<file path="src/rtl/mp_pipe.sv">
// rtl/mp_pipe.sv - two-stage register-file ALU pipeline (EX, OUT) with EX-result bypass into operand fetch
module mp_pipe #(
  parameter int DATA_W = 32,
  parameter int ADDR_W = 5
) (
  input  logic              clk,
  input  logic              reset,
  input  logic              in_valid,
  output logic              in_ready,
  input  logic [31:0]       instruction,
  output logic              out_valid,
  input  logic              out_ready,
  output logic [DATA_W-1:0] out_result,
  output logic              out_err
);
  localparam int NREG    = 1 << ADDR_W;
  localparam int IMM_LSB = 6 + 3 * ADDR_W;
  localparam int IMM_W   = 32 - IMM_LSB;

  localparam logic [5:0] OP_ADD = 6'd1;
  localparam logic [5:0] OP_XOR = 6'd2;
  localparam logic [5:0] OP_OR  = 6'd3;
  localparam logic [5:0] OP_MIN = 6'd4;
  localparam logic [5:0] OP_AND = 6'd5;
  localparam logic [5:0] OP_SUB = 6'd6;
  localparam logic [5:0] OP_MAX = 6'd7;
  localparam logic [5:0] OP_NEG = 6'd8;
  localparam logic [5:0] OP_AVG = 6'd11;
  localparam logic [5:0] OP_ABS = 6'd13;
  localparam logic [5:0] OP_NOT = 6'd15;
  localparam logic [5:0] OP_LDI = 6'd16;

  logic [5:0]        in_op;
  logic [ADDR_W-1:0] in_src1, in_src2, in_dst;
  logic [IMM_W-1:0]  in_imm;
  logic [DATA_W-1:0] imm_ext;

  assign in_op   = instruction[5:0];
  assign in_src1 = instruction[6 +: ADDR_W];
  assign in_src2 = instruction[6 + ADDR_W +: ADDR_W];
  assign in_dst  = instruction[6 + 2 * ADDR_W +: ADDR_W];
  assign in_imm  = instruction[31:IMM_LSB];
  assign imm_ext = DATA_W'($signed(in_imm));

  logic [DATA_W-1:0] rf_q [NREG];

  logic              ex_valid_q;
  logic [5:0]        ex_op_q;
  logic [DATA_W-1:0] ex_a_q, ex_b_q;
  logic [ADDR_W-1:0] ex_dst_q;

  logic              out_valid_q, out_err_q;
  logic [DATA_W-1:0] out_result_q;

  logic              ex_adv, accept, op_ok, byp_ok;
  logic [DATA_W-1:0] alu_res, ex_a_d, ex_b_d;
  logic [DATA_W:0]   sum_x;
  logic signed [DATA_W-1:0] sa, sb;

  assign sa    = ex_a_q;
  assign sb    = ex_b_q;
  // Sign-extended one extra bit so the average never overflows.
  assign sum_x = {ex_a_q[DATA_W-1], ex_a_q} + {ex_b_q[DATA_W-1], ex_b_q};

  always_comb begin
    alu_res = '0;
    op_ok   = 1'b1;
    case (ex_op_q)
      OP_ADD:  alu_res = ex_a_q + ex_b_q;
      OP_XOR:  alu_res = ex_a_q ^ ex_b_q;
      OP_OR:   alu_res = ex_a_q | ex_b_q;
      OP_MIN:  alu_res = (sa < sb) ? ex_a_q : ex_b_q;
      OP_AND:  alu_res = ex_a_q & ex_b_q;
      OP_SUB:  alu_res = ex_a_q - ex_b_q;
      OP_MAX:  alu_res = (sa > sb) ? ex_a_q : ex_b_q;
      OP_NEG:  alu_res = -ex_a_q;
      OP_AVG:  alu_res = DATA_W'(sum_x >> 1);
      OP_ABS:  alu_res = ex_a_q[DATA_W-1] ? -ex_a_q : ex_a_q;
      OP_NOT:  alu_res = ~ex_a_q;
      OP_LDI:  alu_res = ex_a_q;
      default: op_ok = 1'b0;
    endcase
  end

  assign ex_adv   = ex_valid_q && (!out_valid_q || out_ready);
  assign in_ready = !reset && (!ex_valid_q || ex_adv);
  assign accept   = in_valid && in_ready;
  assign byp_ok   = ex_adv && op_ok;

  // The register being written at this edge is forwarded; LDI carries its immediate in the a slot.
  always_comb begin
    ex_a_d = (byp_ok && ex_dst_q == in_src1) ? alu_res : rf_q[in_src1];
    ex_b_d = (byp_ok && ex_dst_q == in_src2) ? alu_res : rf_q[in_src2];
    if (in_op == OP_LDI) begin
      ex_a_d = imm_ext;
    end
  end

  always_ff @(posedge clk) begin
    if (reset) begin
      ex_valid_q   <= 1'b0;
      ex_op_q      <= '0;
      ex_a_q       <= '0;
      ex_b_q       <= '0;
      ex_dst_q     <= '0;
      out_valid_q  <= 1'b0;
      out_result_q <= '0;
      out_err_q    <= 1'b0;
      for (int i = 0; i < NREG; i++) begin
        rf_q[i] <= '0;
      end
    end else begin
      if (accept) begin
        ex_valid_q <= 1'b1;
        ex_op_q    <= in_op;
        ex_a_q     <= ex_a_d;
        ex_b_q     <= ex_b_d;
        ex_dst_q   <= in_dst;
      end else if (ex_adv) begin
        ex_valid_q <= 1'b0;
      end
      if (ex_adv) begin
        out_valid_q  <= 1'b1;
        out_result_q <= alu_res;
        out_err_q    <= !op_ok;
        if (op_ok) begin
          rf_q[ex_dst_q] <= alu_res;
        end
      end else if (out_ready) begin
        out_valid_q <= 1'b0;
      end
    end
  end

  assign out_valid  = out_valid_q;
  assign out_result = out_result_q;
  assign out_err    = out_err_q;
endmodule

</file>
<file path="config.mk">
export PLATFORM = sky130hd
export DESIGN_NAME = mp_pipe
export DESIGN_NICKNAME = d
export VERILOG_FILES = /design/src/rtl/mp_pipe.sv
export SDC_FILE = /design/constraint.sdc
export NUM_CORES = 2
export LEC_CHECK = 0
export BUFFER_PORTS_ARGS = -buffer_cell sky130_fd_sc_hd__buf_2
export CAP_MARGIN = 20
export CORE_ASPECT_RATIO = 1.75
export CORE_MARGIN = 2
export CORE_UTILIZATION = 35
export DETAILED_ROUTE_END_ITERATION = 6
export GPL_ROUTABILITY_DRIVEN = 0
export SYNTH_ARGS = -nofsm -noshare
export SYNTH_HDL_FRONTEND = slang
export SYNTH_SLANG_ARGS = --single-unit
export TNS_END_PERCENT = 30
</file>
<file path="constraint.sdc">
create_clock -name clk -period 11.8 [get_ports clk]
set_input_delay 0.59 -clock clk [delete_from_list [all_inputs] [get_ports clk]]
set_output_delay 0.59 -clock clk [all_outputs]
set_load 0.02 [all_outputs]
</file>
## After elaboration in Yosys (flattened, before gate mapping)

Memories as Yosys holds them, arrays and structs flattened. A register that Yosys moved wholly into a read port is not among the register bits.
Index checks and enable logic that the tools add are counted.

- Bits in registers: 78
- Bits in latches: 0
- Memory bits (writable): 1024
- ROM bits: 0
- Input bits: 36
- Word-level logic and storage cells: 67
- Memories kept: 1

- Add/sub/neg operators: 4
- $mul: 0
- Div/mod/pow operators: 0
- Order comparisons: 2
- Eq/ne operators: 14
- Shift-type cells: 0
- Multiplexer cells: 20
- Bitwise operators: 4
- Reduce and logical (&&, ||, !) cells: 15

Memory list:

| name | depth | width | rd ports | clocked after Yosys merged registers in | wr ports | RTL line | RTL |
|---|---|---|---|---|---|---|---|
| rf_q | 32 | 32 | 2 | 1 | 32 | 45 | `logic [DATA_W-1:0] rf_q [NREG];` |

Operators by type and width:

| operator | number |
|---|---|
| 32-bit one-hot mux with 12 select lines | 1 |
| 32-bit 2-to-1 mux | 6 |
| 32-bit by 32-bit adder with 33-bit output | 1 |
| 32-bit adder | 1 |
| 32-bit AND | 1 |
| 32-bit > comparator | 1 |
| 32-bit less-than comparator | 1 |
| 32-bit negation | 1 |
| 32-bit inverter | 1 |
| 32-bit bitwise OR | 1 |
| 32-bit OR reduction | 1 |
| 32-bit subtractor | 1 |
| 32-bit XOR | 1 |
| 6-bit by 3-bit == test with 1-bit output (second input constant) | 4 |
| 6-bit by 4-bit == test with 1-bit output (second input constant) | 4 |
| 6-bit by 2-bit == test with 1-bit output (second input constant) | 2 |
| 6-bit by 5-bit == test with 1-bit output (second input constant) | 2 |
| 1-bit 2-to-1 mux | 12 |
| 12-bit OR reduction | 1 |
| 6-bit by 1-bit == test with 1-bit output (second input constant) | 1 |
| 5-bit == test | 1 |
| 1-bit logical AND | 5 |
| 5-bit 2-to-1 mux | 1 |
| 1-bit logical NOT | 4 |
| other kinds (2) | 4 |

## Logic depth before layout (Yosys ltp)

- Depth after elaboration: 9
- Gate-level depth with buffers: 18
- Depth with buffers taken out: 14

## Worst setup path before layout

No wires, ideal clock.

- Path type: flip-flop to flip-flop
- Start point: register ex_a_q[11]
- End point: memory rf_q[0][16], data pin
- Library setup time: 0.266 ns
- Arrival: 3.808 ns
- Data required time: 11.534 ns
- Setup slack: 7.726 ns
- Stages on the path, launching flop included: 18
- Clock period less this slack: 4.074 ns
- Path through: dfxtp_1 -> clkbuf_1 -> inv_1 -> ha_1 -> nor4_2 -> nand2_1 -> a311o_1 -> and3_1 -> buf_2 -> or2_1 -> buf_2 -> a21boi_4 -> buf_4 -> mux2i_1 -> o221ai_1 -> a21oi_1 -> clkbuf_1 -> nor2_1

RTL lines:

| what | RTL line | RTL |
|---|---|---|
| start, declared | 49 | `logic [DATA_W-1:0] ex_a_q, ex_b_q;` |
| start signal, assigned | 103 | `ex_a_q <= '0;` |
| start signal, assigned | 116 | `ex_a_q <= ex_a_d;` |
| end, declared | 45 |  |

==> run metrics <==
outcome complete, but fails checks; failing checks DRC; Switch Pwr 3.07 mW; H-tree Lvls 3; io pins 71; sequential area share after synthesis 0.515; Die Width 327 um; Tot GR Track Use 0.250; global-route wire length before repair 335 mm; Cell variety after synth 98; Final Cycle Share 0.496; PwrDens 143 mW/mm^2; CTS Hold Buffers Added 0; Clk pin slew, worst setup/hold paths 0.07 ns; initial antenna violation count 9; Die ar. 0.186 sq mm; Slew HR 0.110; Final Hold Viols 0; Worst EP arrival 6.28 ns; Iteration-0 DRC Markers 6101; internal power 6.96 mW; vias after detailed routing 46500; Seq pwr share 0.464; highest clock rate 0.171 GHz; min Tclk post-route 5.85 ns; Placed Instances 7070; Remaining Overflow, GRT 0; CTS Buf Count 98; Post-Synthesis Cells 4932; Setup crit start kind flip-flop; Post-synth EDFFs 1024; Logic pwr share 0.207; cell area after synthesis 0.0639 sq mm; critical path type flip-flop to flip-flop; peak fanout along the critical path 35; Port-buffer cells 70; clk buf depth 3; Post-Syn Area per Cell 13.0 sq um; crit path capture type flip-flop; DRT Pass-1 Iters 7; CTS tree built; Final Max Tran Viols 0; RSZ-0062 raised after global routing no; worst min-delay path category input pin to flip-flop; Yosys reg bits 1134; Worst-Margin Slew 1.32 ns; pre-CTS setup slack 5.99 ns; fraction of layout cells with a size suffix above 1 0.237; average wire per cell in the routed design 32.6 um; initial cell density of the core 0.352; routed vias/inst 6.40; area grow syn2layout 9.72%; Sw Ratio 0.306; Root Driver clkbuf_16; Pleak 23.4 nW; max-cap viol count 0; final worst setup slack 5.95 ns; antenna-violating nets left 0; yosys warns 0; syn_nets 5068; row cnt 207; Synth async-reset ratio 0; Setup Skew 0.0329 ns; drt total wl 237 mm; Sink Count 1134; Non-Filler Instances 7261; core area 0.182 sq mm; Clock Latency Late Sink 0.72 ns; Worst EP required 12.23 ns; drc violations 3; clock share of power 0.330; post_cts resized 0; postcts setup bufs 0; die height 569 um; largest net degree at the start of global routing 108; setup TNS 0 ns; Main synth FF type edfxtp_1; Fill cells 16900; Final setup viols 0; maximum VDD drop 0.000133 V; vias in the first global route 47000; hpwl dp 147 mm; Final #Nets 4906
-- cells in the mapped netlist, drive strengths merged (8+ instances only) --
| master | number | area share |
|---|---|---|
| and3 | 14 | 0.0014 |
| a2111oi | 10 | 0.0020 |
| and2 | 8 | 0.00078 |
| mux2 | 11 | 0.0019 |
| dfxtp | 110 | 0.034 |
| o21bai | 10 | 0.0012 |
| buf | 149 | 0.011 |
| o221ai | 50 | 0.0068 |
| nand3 | 41 | 0.0032 |
| clkbuf | 333 | 0.020 |
| nor4 | 23 | 0.0027 |
| nor2 | 1149 | 0.068 |
| nand2 | 232 | 0.014 |
| nand2b | 17 | 0.0017 |
| o31ai | 23 | 0.0027 |
| o211ai | 27 | 0.0032 |
| inv | 95 | 0.0056 |
| nor3 | 66 | 0.0055 |
| mux2i | 92 | 0.014 |
| o21a | 12 | 0.0014 |
| nor2b | 17 | 0.0017 |
| nand4 | 15 | 0.0015 |
| o22ai | 31 | 0.0031 |
| ha | 98 | 0.019 |
| a22oi | 20 | 0.0023 |
| edfxtp | 1024 | 0.48 |
| o21ai | 162 | 0.013 |
| a21o | 16 | 0.0019 |
| a21oi | 163 | 0.013 |
| or4 | 8 | 0.00094 |
| mux4 | 640 | 0.23 |
| xnor2 | 49 | 0.0067 |
| a211oi | 35 | 0.0047 |
| or2 | 11 | 0.0011 |
| o311ai | 10 | 0.0014 |
| o2111ai | 9 | 0.0012 |
| a221oi | 31 | 0.0046 |
| a31oi | 27 | 0.0027 |
-- area by class of cell --
type | count | area (sq um) | share of cell area
well taps | 2403 | 3010 | 0.0429
clock buffers | 122 | 2580 | 0.0368
diodes | 4 | 10.0 | 0.000143
flip-flops and latches | 1134 | 33000 | 0.470
clock inverters | 62 | 556 | 0.00792
inverters | 96 | 362 | 0.00515
repair buffers | 220 | 1570 | 0.0224
multi-input cells | 3220 | 29100 | 0.415
-- cell usage in the layout (no fill, tap or decap), drive strengths merged, types with 27 or more instances in the layout --
cell type	Yosys	routed
o21ai	162	162
o211ai	27	27
mux2i	92	92
a211oi	35	35
clkinv	1	40
xnor2	49	49
dfxtp	110	110
nand2	232	232
a31oi	27	27
a21oi	163	163
nor3	66	66
edfxtp	1024	1024
a221oi	31	31
o22ai	31	31
o221ai	50	50
mux4	640	640
buf	149	219
ha	98	98
inv	95	102
clkbuf	333	123
nor2	1149	1149
nand3	41	41
-- power by group through the flow --
stage / Sequential, mW / Combinational, mW / Clock (mW)
floorplan: 4.69 / 1.36 / 0
global placement: 4.72 / 2.00 / 0
detailed placement: 4.73 / 2.01 / 0
CTS: 4.65 / 2.01 / 3.33
global route: 4.67 / 2.16 / 3.45
finish: 4.65 / 2.07 / 3.31
-- worst max-delay path, stage by stage, from the launching register on --
cell,delay (ns)
dfxtp_1,0.58
inv_1,0.18
ha_1,0.53
nor4_2,0.48
nand2_1,0.31
a311o_1,0.37
and3_1,0.33
or2_1,0.38
a21boi_4,0.74
o22ai_2,0.48
o31a_1,0.44
a2111oi_4,0.20
buf_4,0.41
nor2_1,0.09
-- kinds of logic after synthesis --
family	synth area share
AND/OR/NAND/NOR	0.105
adder cells (fa/ha/maj)	0.0200
buffers and inverters	0.0362
AO/OA/AOI/OAI	0.0740
multiplexers	0.242
XOR/XNOR	0.00740
flip-flops	0.515
-- registers in the layout, indices dropped and copies added, names as in the netlist --
signal	cells
ex_valid_q	1
out_result	32
ex_dst_q	5
ex_a_q	32
ex_b_q	32
out_err	1
ex_op_q	6
out_valid	1
rf_q	1024
-- per-layer routing --
layer  vias up  GRT usage  share of wire
li1      18600          -              -
met1     23600      0.271           0.31
met2      3244      0.437           0.51
met3      1071     0.0465          0.098
met4        12      0.179          0.082
met5         -          0        0.00036
-- path summary, 6_finish.rpt --
check | startpoint | end | slack [ns] | cells after the start
max | ex_a_q[11]$_SDFFE_PP0P_ | rf_q[24][6]$_SDFFCE_PN0P_ | 5.95 | 13
max reg2reg | ex_a_q[11]$_SDFFE_PP0P_ | rf_q[24][6]$_SDFFCE_PN0P_ | 5.95 | 13
min | instruction[20] | ex_dst_q[4]$_SDFFE_PP0P_ | 0.08 | 3
min reg2reg | out_err$_SDFFE_PP0P_ | out_err$_SDFFE_PP0P_ | 0.49 | 1
-- stage by stage --
step	utilization	cell area, sq um	hold slack (ns)	power, mW
after floorplan	-	63900	0.478	6.04
after global placement	0.369	66900	0.478	6.71
final	0.386	70100	0.0768	10.0
after global routing	0.386	70100	0.0918	10.3
after detailed placement	0.369	67000	0.482	6.74
after CTS	0.386	70100	0.0539	9.99
(Power assumes the default switching activity.)
